===== config.mk =====
export PLATFORM = sky130hd
export DESIGN_NAME = fifo_ctrl_flat
export DESIGN_NICKNAME = d
export VERILOG_FILES = /design/src/rtl/fifo_ctrl_if.sv /design/src/rtl/fifo_ctrl.sv /design/src/flat_wrapper.sv
export SDC_FILE = /design/constraint.sdc
export NUM_CORES = 1
export LEC_CHECK = 0
export CAP_MARGIN = 40
export CORE_ASPECT_RATIO = 1.5
export CORE_UTILIZATION = 46
export DETAILED_ROUTE_END_ITERATION = 10
export HOLD_SLACK_MARGIN = 0.12
export PLACE_DENSITY = 0.82
export SLEW_MARGIN = 20
export SYNTH_ARGS = -nofsm -noshare
export SYNTH_HDL_FRONTEND = slang
export SYNTH_SLANG_ARGS = --single-unit

===== constraint.sdc =====
create_clock -name clk -period 3.9 [get_ports clk]
set_clock_uncertainty 0.05 [all_clocks]
set_input_delay 1.17 -clock clk [delete_from_list [all_inputs] [get_ports clk]]
set_output_delay 1.17 -clock clk [all_outputs]
set_load 0.05 [all_outputs]

===== src/rtl/fifo_ctrl_if.sv =====
// rtl/fifo_ctrl_if.sv - request/status bundle between a FIFO user and fifo_ctrl
// Purpose: groups the request inputs, memory drive and status outputs of fifo_ctrl.
// Ports (modport slave = controller side, master = user side):
//   wr_en, rd_en, flush, thresh : requests and threshold from the user
//   waddr, raddr, wclken, wfull : fifomem drive
//   empty, full, count, thresh_hit : status
//   overflow, underflow, err_clr : sticky error flags, only with FIFO_CTRL_ERR_EN
interface fifo_ctrl_if #(
    parameter int ADDRSIZE = 4
);
    logic                wr_en;
    logic                rd_en;
    logic                flush;
    logic [ADDRSIZE:0]   thresh;
    logic [ADDRSIZE-1:0] waddr;
    logic [ADDRSIZE-1:0] raddr;
    logic                wclken;
    logic                wfull;
    logic                empty;
    logic                full;
    logic [ADDRSIZE:0]   count;
    logic                thresh_hit;
`ifdef FIFO_CTRL_ERR_EN
    logic                overflow;
    logic                underflow;
    logic                err_clr;

    modport master (
        output wr_en, rd_en, flush, thresh, err_clr,
        input  waddr, raddr, wclken, wfull, empty, full, count, thresh_hit,
               overflow, underflow
    );
    modport slave (
        input  wr_en, rd_en, flush, thresh, err_clr,
        output waddr, raddr, wclken, wfull, empty, full, count, thresh_hit,
               overflow, underflow
    );
`else
    modport master (
        output wr_en, rd_en, flush, thresh,
        input  waddr, raddr, wclken, wfull, empty, full, count, thresh_hit
    );
    modport slave (
        input  wr_en, rd_en, flush, thresh,
        output waddr, raddr, wclken, wfull, empty, full, count, thresh_hit
    );
`endif
endinterface


===== src/rtl/fifo_ctrl.sv =====
// rtl/fifo_ctrl.sv - single-clock pointer/flag controller for a fifomem-based FWFT FIFO
// Purpose: generates fifomem addresses and write enable, and decodes empty/full/
//   count/threshold status from the wrap-bit read and write pointers.
// Ports:
//   clk  : clock (also fifomem.wclk)
//   rst  : asynchronous active-high reset
//   bus  : fifo_ctrl_if.slave (requests in; memory drive and status out)
// Optional feature: define FIFO_CTRL_ERR_EN for sticky overflow/underflow flags
//   cleared by err_clr.
module fifo_ctrl #(
    parameter int ADDRSIZE = 4
) (
    input  logic        clk,
    input  logic        rst,
    fifo_ctrl_if.slave  bus
);
    localparam logic [ADDRSIZE:0] PTR_ONE = (ADDRSIZE+1)'(1);

    logic [ADDRSIZE:0] wptr;
    logic [ADDRSIZE:0] rptr;
    logic              empty_i;
    logic              full_i;
    logic [ADDRSIZE:0] count_i;
    logic              wa;
    logic              ra;

    // Status comes only from the pointer registers; the wrap bit separates
    // full (MSBs differ, low bits equal) from empty (pointers identical).
    assign empty_i = (wptr == rptr);
    assign full_i  = (wptr[ADDRSIZE] != rptr[ADDRSIZE]) &&
                     (wptr[ADDRSIZE-1:0] == rptr[ADDRSIZE-1:0]);
    assign count_i = wptr - rptr;

    // A full FIFO never accepts a write even with a same-cycle read, and an
    // empty one never accepts a read even with a same-cycle write.
    assign wa = bus.wr_en & ~full_i & ~bus.flush;
    assign ra = bus.rd_en & ~empty_i & ~bus.flush;

    assign bus.waddr      = wptr[ADDRSIZE-1:0];
    assign bus.raddr      = rptr[ADDRSIZE-1:0];
    assign bus.wclken     = wa;
    assign bus.wfull      = full_i;
    assign bus.empty      = empty_i;
    assign bus.full       = full_i;
    assign bus.count      = count_i;
    assign bus.thresh_hit = (bus.thresh != '0) && (count_i >= bus.thresh);

    always_ff @(posedge clk or posedge rst) begin
        if (rst) begin
            wptr <= '0;
            rptr <= '0;
        end else if (bus.flush) begin
            wptr <= '0;
            rptr <= '0;
        end else begin
            if (wa) wptr <= wptr + PTR_ONE;
            if (ra) rptr <= rptr + PTR_ONE;
        end
    end

`ifdef FIFO_CTRL_ERR_EN
    logic overflow_q;
    logic underflow_q;

    // The set term is applied after the clear so a coincident event wins.
    always_ff @(posedge clk or posedge rst) begin
        if (rst) begin
            overflow_q  <= 1'b0;
            underflow_q <= 1'b0;
        end else begin
            if (bus.err_clr) begin
                overflow_q  <= 1'b0;
                underflow_q <= 1'b0;
            end
            if (bus.wr_en & full_i & ~bus.flush)  overflow_q  <= 1'b1;
            if (bus.rd_en & empty_i & ~bus.flush) underflow_q <= 1'b1;
        end
    end

    assign bus.overflow  = overflow_q;
    assign bus.underflow = underflow_q;
`else
`endif
endmodule


===== src/flat_wrapper.sv =====
// flat-port wrapper written by rule: the top's interface ports become plain ports
module fifo_ctrl_flat 
#(
    parameter int ADDRSIZE = 4
)
  (clk, rst, bus_wr_en, bus_rd_en, bus_flush, bus_thresh, bus_waddr, bus_raddr, bus_wclken, bus_wfull, bus_empty, bus_full, bus_count, bus_thresh_hit);
  fifo_ctrl_if #(.ADDRSIZE(ADDRSIZE)) bus_i ();
  input  logic clk;
  input  logic rst;
  input wire logic [$bits(bus_i.wr_en)-1:0] bus_wr_en;
  input wire logic [$bits(bus_i.rd_en)-1:0] bus_rd_en;
  input wire logic [$bits(bus_i.flush)-1:0] bus_flush;
  input wire logic [$bits(bus_i.thresh)-1:0] bus_thresh;
  output wire logic [$bits(bus_i.waddr)-1:0] bus_waddr;
  output wire logic [$bits(bus_i.raddr)-1:0] bus_raddr;
  output wire logic [$bits(bus_i.wclken)-1:0] bus_wclken;
  output wire logic [$bits(bus_i.wfull)-1:0] bus_wfull;
  output wire logic [$bits(bus_i.empty)-1:0] bus_empty;
  output wire logic [$bits(bus_i.full)-1:0] bus_full;
  output wire logic [$bits(bus_i.count)-1:0] bus_count;
  output wire logic [$bits(bus_i.thresh_hit)-1:0] bus_thresh_hit;
  assign bus_i.wr_en = bus_wr_en;
  assign bus_i.rd_en = bus_rd_en;
  assign bus_i.flush = bus_flush;
  assign bus_i.thresh = bus_thresh;
  assign bus_waddr = bus_i.waddr;
  assign bus_raddr = bus_i.raddr;
  assign bus_wclken = bus_i.wclken;
  assign bus_wfull = bus_i.wfull;
  assign bus_empty = bus_i.empty;
  assign bus_full = bus_i.full;
  assign bus_count = bus_i.count;
  assign bus_thresh_hit = bus_i.thresh_hit;
  fifo_ctrl #(.ADDRSIZE(ADDRSIZE)) u_core (.clk(clk), .rst(rst), .bus(bus_i));
endmodule

==> impl_metrics.json <==
{
  "drc": 0,
  "routabilityCongestion": 0.742,
  "cts-buffers-inserted": 3,
  "via_per_inst": 5.29,
  "cp_cell_sequence": "clkdlybuf4s50_1, ha_1, nand2b_1, a211o_1, o211ai_1, a21oi_2, buf_6",
  "worst_pin_slew_ps": 505,
  "dr.pass1.iters": 4,
  "cts_tree": "yes",
  "crit_fanout": 2,
  "instances_no_fill": 140,
  "slowest_stage": "clkdlybuf4s50_1",
  "ys_types": 24,
  "dieHeight_um": 56.1,
  "syn_inst": 98,
  "grt_usage": 0.205,
  "first_global_vias": 762,
  "antenna_left": 0,
  "drt-total-wl_um": 1830,
  "clock_latency_ps": 250,
  "finalSetupTns_ps": 0,
  "grt_setup_unrepaired": "no",
  "worstSetupEndpointType": "primary output",
  "cpPeakStageDelay_ps": 470,
  "synth_area_um2": 898,
  "grt_max_degree": 11,
  "setup_viol": 0,
  "path_clk_slew_ps": 50,
  "post-dp-hpwl_um": 1560,
  "hold_class": "flop to flop",
  "gr-total-overflow": 0,
  "seq_area_frac_synth": 0.279,
  "ys_warn_count": 0,
  "std_cell_rows": 19,
  "antenna_cells": 0,
  "fin_crit_sh": 0.982,
  "slew_viol_final": 0,
  "clkSinkCount": 10,
  "synth_fp_nets": 120,
  "startpoint_type": "input port",
  "area_growth_pct": 32.5,
  "peakVddDrop_mv": 0.276,
  "path_buf_inv": 2,
  "crit_required_ps": 2680,
  "nets": 143,
  "boundaryPins": 28,
  "cp.arrival_ps": 2610,
  "final.min_clock_period_ps": 3830,
  "drive_gt1_frac": 0.151,
  "wl_per_cell_um": 13.1,
  "drv_cap": 0,
  "finalHoldViolCount": 0,
  "grt_pass1_wl_um": 3080,
  "max_slew_margin": 0.662,
  "syn_avg_cell_area_um2": 9.17,
  "antenna_found_initial": 0,
  "dieArea_mm2": 0.00214,
  "power_density_mw_per_mm2": 473,
  "dp_cells": 137,
  "outcome": "finished, final reports clean",
  "path_class": "input port to primary output",
  "drt_iter0_markers": 6,
  "clock_path_buffers": 2,
  "initial_core_util": 0.491,
  "core_mm2": 0.00183,
  "cts_setup_buffers": 0,
  "final_util": 0.650,
  "die_w_um": 38.1,
  "root_buffer": "clkbuf_4",
  "htreeDepth": 1,
  "num_vias": 741,
  "fmax_ghz": 0.261,
  "numPortBuffers": 27,
  "path_delay_family": "buffers and inverters",
  "p_total_mw": 0.563,
  "leakage_nw": 0.540,
  "ys_ff_latch": 10
}
## final timing paths
kind | endpoint | cells past startpoint | startpoint | slack (ps)
max in group asynchronous | u_core.wptr[2] | 2 | rst | 2420
worst min register to register | u_core.wptr[4] | 2 | u_core.wptr[4] | 570
min in group asynchronous | u_core.rptr[1] | 2 | rst | 1120
worst max register to register | u_core.wptr[1] | 6 | u_core.rptr[3] | 2100
worst max-delay path | bus_thresh_hit | 7 | bus_thresh[0] | 70
worst min-delay path | u_core.wptr[4] | 2 | u_core.wptr[4] | 570
## routing by layer
metal | share of wire | track usage
met1 | 0.36 | 0.222
met2 | 0.59 | 0.354
met3 | 0.034 | 0.0280
met4 | 0.016 | 0.117
met5 | 0 | 0
## state kept, by name, indices dropped and copies added (netlist names)
| name | count |
|---|---|
| u_core.rptr | 5 |
| u_core.wptr | 5 |
## synthesized netlist by cell type (all sizes together)
cell type	instances	share of area
a211o	1	0.0098
a21o	2	0.017
a21oi	7	0.039
and4	1	0.0098
buf	9	0.075
dfrtp	10	0.28
dlygate4sd1	1	0.0098
fa	1	0.022
ha	11	0.15
inv	11	0.046
mux2i	2	0.022
nand2	1	0.0042
nand2b	1	0.0070
nand4	5	0.052
nor2	14	0.058
nor3	2	0.011
o211ai	3	0.025
o21ai	2	0.020
o22ai	1	0.0070
or4	1	0.0084
xnor2	8	0.086
xor2	4	0.039
## layout make-up
class                      instances  area, um2
inverter                          11       41.3
timing repair buffer              28        287
tap                               21       26.3
fill                             160        641
sequential                        10        250
multi-input combinational         67        563
clock buffer                       3       22.5
## cells in the final DEF, fill, tap and decap left out, types with 2 or more instances in the layout
cell	instances
clkdlybuf4s50_1	24
dfrtp_1	10
nor3_1	2
xnor2_2	3
nand4_1	4
a21o_1	2
xnor2_1	5
mux2i_1	2
buf_4	2
nor2_1	14
xor2_1	3
clkbuf_4	3
o21ai_2	2
a21oi_2	2
a21oi_1	5
o211ai_1	3
ha_1	11
inv_1	10
## through the flow
stage / hold WS, ps / setup slack [ps] / instance area (um2)
finish: 568 / 69.1 / 1190
global route: 598 / 20.4 / 1190
CTS: 571 / 30.6 / 1180
detailed placement: 563 / 21.2 / 1160
global placement: 543 / 56.1 / 1160
floorplan: 502 / 76.5 / 925
## cell families (layout without fill, tap and decap cells)
group           after synthesis  count (layout)  synth area share
simple gates                 25              25             0.150
compound gates               16              16             0.117
fa+ha+maj                    12              12             0.175
flops                        10              10             0.279
xor+xnor                     12              12             0.125
mux                           2               2            0.0223
buf+inv                      21              42             0.131
## worst register-to-register path, cell delays in order (launching register included)
cell     delay [ps]
dfrtp_1         420
inv_1            70
ha_1            430
nand4_4         200
o21ai_2         260
mux2i_1         210
nor2_1           50
## power breakdown
part,switching (mW),internal (mW),total [mW]
sequential,0.0100,0.110,0.120
combinational,0.233,0.145,0.378
clock,0.0295,0.0353,0.0648
total,0.272,0.291,0.563
## timing repair
action / in CTS / in global routing
endpoints found under the setup margin: 1 / 1
resized for setup: 1 / 3
hold buffers: 0 / 0
Power figures use the tool's default switching activity.
==> RTL change (config.mk and constraints unchanged) <==
`ADDRSIZE` is set to 4 in 3 places; all go to 8.
--- a/src/rtl/fifo_ctrl_if.sv
+++ b/src/rtl/fifo_ctrl_if.sv
@@ -6,7 +6,7 @@
 //   empty, full, count, thresh_hit : status
 //   overflow, underflow, err_clr : sticky error flags, only with FIFO_CTRL_ERR_EN
 interface fifo_ctrl_if #(
-    parameter int ADDRSIZE = 4
+    parameter int ADDRSIZE = 8
 );
     logic                wr_en;
     logic                rd_en;
--- a/src/rtl/fifo_ctrl.sv
+++ b/src/rtl/fifo_ctrl.sv
@@ -8,7 +8,7 @@
 // Optional feature: define FIFO_CTRL_ERR_EN for sticky overflow/underflow flags
 //   cleared by err_clr.
 module fifo_ctrl #(
-    parameter int ADDRSIZE = 4
+    parameter int ADDRSIZE = 8
 ) (
     input  logic        clk,
     input  logic        rst,
--- a/src/flat_wrapper.sv
+++ b/src/flat_wrapper.sv
@@ -1,7 +1,7 @@
 // flat-port wrapper written by rule: the top's interface ports become plain ports
 module fifo_ctrl_flat 
 #(
-    parameter int ADDRSIZE = 4
+    parameter int ADDRSIZE = 8
 )
   (clk, rst, bus_wr_en, bus_rd_en, bus_flush, bus_thresh, bus_waddr, bus_raddr, bus_wclken, bus_wfull, bus_empty, bus_full, bus_count, bus_thresh_hit);
   fifo_ctrl_if #(.ADDRSIZE(ADDRSIZE)) bus_i ();
Interface: changed (resized bus_count, bus_raddr, bus_thresh and bus_waddr); port bits go from 28 to 44. No check against the original RTL was run, so the function may have changed too.
==> RTL change against the unedited design <==
Largest cell class unchanged. Maximum frequency down 8.7%. Utilization up 5.4 points. Wire length up 120%. Combinational power up 74%. Cell area up 110%. Hold slack worse by 0.032 ns. Critical endpoint unchanged. Worst setup slack worse by 0.37 ns. Total power up 80%. Area after synthesis up 91%. The run now ends with setup timing left. Sequential cell count up 8. First-iteration DRC count rose to 5.5 times the old value.
==> RTL change: results (changes against the unedited design) <==
| Metric | Value |
|---|---|
| Status | `finished with violations` |
| Failing checks | `setup timing` |
| DRT iter0 DRCs | `33 (+27)` |
| Top flop regs | `u_core.rptr (9), u_core.wptr (9)` |
| Syn Area/Cell | `9.06 µm² (-1.2%)` |
| Ratio of cells with drive above 1 in the final layout | `27.2% (+12 points)` |
| CTS Buffer Depth | `2 (unchanged)` |
| Final setup viols | `1 (+1)` |
| Relative slew margins | `53.9% (-12 points)` |
| Vias in the first global route | `1551 (+100%)` |
| Total negative setup slack | `-0.296 ns (-0.296 ns)` |
| Post-route worst setup slack | `-0.296 ns (-0.365 ns)` |
| Largest net degree at the start of global routing | `19 (+8)` |
| Place WS | `-0.137 ns (-0.158 ns)` |
| Drt first pass iters | `4 (unchanged)` |
| Clock Root Buffer | `clkbuf_8` |
| Peak VDD IR | `0.291 mV (+5.5%)` |
| Critical Path Max Stage Delay | `0.39 ns (-0.08 ns)` |
| Post-Layout Cell Count | `285 (+100%)` |
| Routed via count | `1485 (+100%)` |
| Register area share after synthesis | `26.3% (-1.5 points)` |
| DP Cell Count | `281 (+110%)` |
| Post-synth cell types | `36 (+50%)` |
| Leakage power | `1.12 nW (+110%)` |
| CP max-delay cell | `dfrtp_1` |
| Top post-synthesis cells by area | `dfrtp_1 (26%), ha_1 (14%), xnor2_1 (10%), buf_4 (7.5%), nor2_1 (5.3%)` |
| Post-DP HPWL | `3.24 mm (+110%)` |
| Port-buffer cells | `43 (+59%)` |
| Reg clk slew, reported paths | `0.07 ns (+0.02 ns)` |
| First-pass GRT wire length | `6.74 mm (+120%)` |
| Worst path top cell family by delay | `compound AO/OA/AOI/OAI gates` |
| Routability cong. | `0.833 (+12%)` |
| Net Count, Synth | `223 (+86%)` |
| Fin nets | `278 (+94%)` |
| WP data arrival | `2.98 ns (+0.37 ns)` |
| Final wirelength | `4.04 mm (+120%)` |
-- RTL change: cell types whose count changed after synthesis, moves of 4 or more --
cell and delta:
and3_1 +4, buf_4 +8, dfrtp_1 +8, ha_1 +8, inv_1 +11, nand2_1 +6
nand3_1 +7, nand4_1 -4, nor2_1 +10, nor3_2 +4, xnor2_1 +13
-- RTL change: path summary, 6_finish.rpt --
check | start | slack (ns) | cells past startpoint | endpoint
worst max-delay path | u_core.wptr[0]$_DFFE_PP0P_ | -0.30 | 15 | bus_thresh_hit
worst min-delay path | u_core.rptr[7]$_DFFE_PP0P_ | 0.54 | 2 | u_core.rptr[7]$_DFFE_PP0P_
worst max register to register | u_core.rptr[7]$_DFFE_PP0P_ | 1.68 | 8 | u_core.wptr[3]$_DFFE_PP0P_
worst min register to register | u_core.rptr[7]$_DFFE_PP0P_ | 0.54 | 2 | u_core.rptr[7]$_DFFE_PP0P_
max in group asynchronous | rst | 2.09 | 2 | u_core.rptr[4]$_DFFE_PP0P_
min in group asynchronous | rst | 1.27 | 2 | u_core.wptr[3]$_DFFE_PP0P_
-- RTL change: repair_timing --
action | in CTS | in global routing
gates resized for setup | 3 | 1
pin swaps | 1 | 0
setup endpoints to repair | 1 | 2
-- RTL change: layout make-up --
class,instances,area (µm²),share of cell area (%)
multi-input combinational,130,1140,46.6
sequential,18,450,18.4
inverter,22,82.6,3.37
tap,42,52.6,2.14
timing repair buffer,69,668,27.3
clock buffer,4,55.1,2.25
-- RTL change: logic make-up after synthesis --
| kind of cell | count (synthesis) | synth area share (%) |
|---|---|---|
| muxes | 2 | 1.17 |
| xor gates and xnor gates | 25 | 13.7 |
| DFF | 18 | 26.3 |
| buffers and inverters | 41 | 12.7 |
| AOI/OAI and AO/OA | 23 | 11.3 |
| adders and majority gates | 20 | 15.1 |
| and+or+nand+nor | 60 | 19.7 |
-- RTL change: per-layer routing --
metal / part of all wire [%] / up-vias / routed length (µm) / track usage [%]
li1: - / 735 / - / -
met4: 2.4 / 0 / 95 / 9.46
met1: 39 / 701 / 1590 / 24.8
met3: 4.4 / 7 / 176 / 1.98
met2: 54 / 42 / 2180 / 41.9
met5: 0 / - / 0 / 0
-- RTL change: per-stage QoR --
step | area, µm² | power [W] | util (%)
after floorplan | 1780 | 0.000625 | -
after global placement | 2370 | 0.000843 | 68.0
after detailed placement | 2370 | 0.000856 | 68.0
after CTS | 2450 | 0.00102 | 70.3
after global routing | 2450 | 0.00106 | 70.4
final | 2450 | 0.00101 | 70.4
-- RTL change: power breakdown --
group	switching, W	total, W	internal, W
Clock	0.0000634	0.000153	0.0000898
Combinational	0.000372	0.000658	0.000287
Sequential	0.00000649	0.000199	0.000193
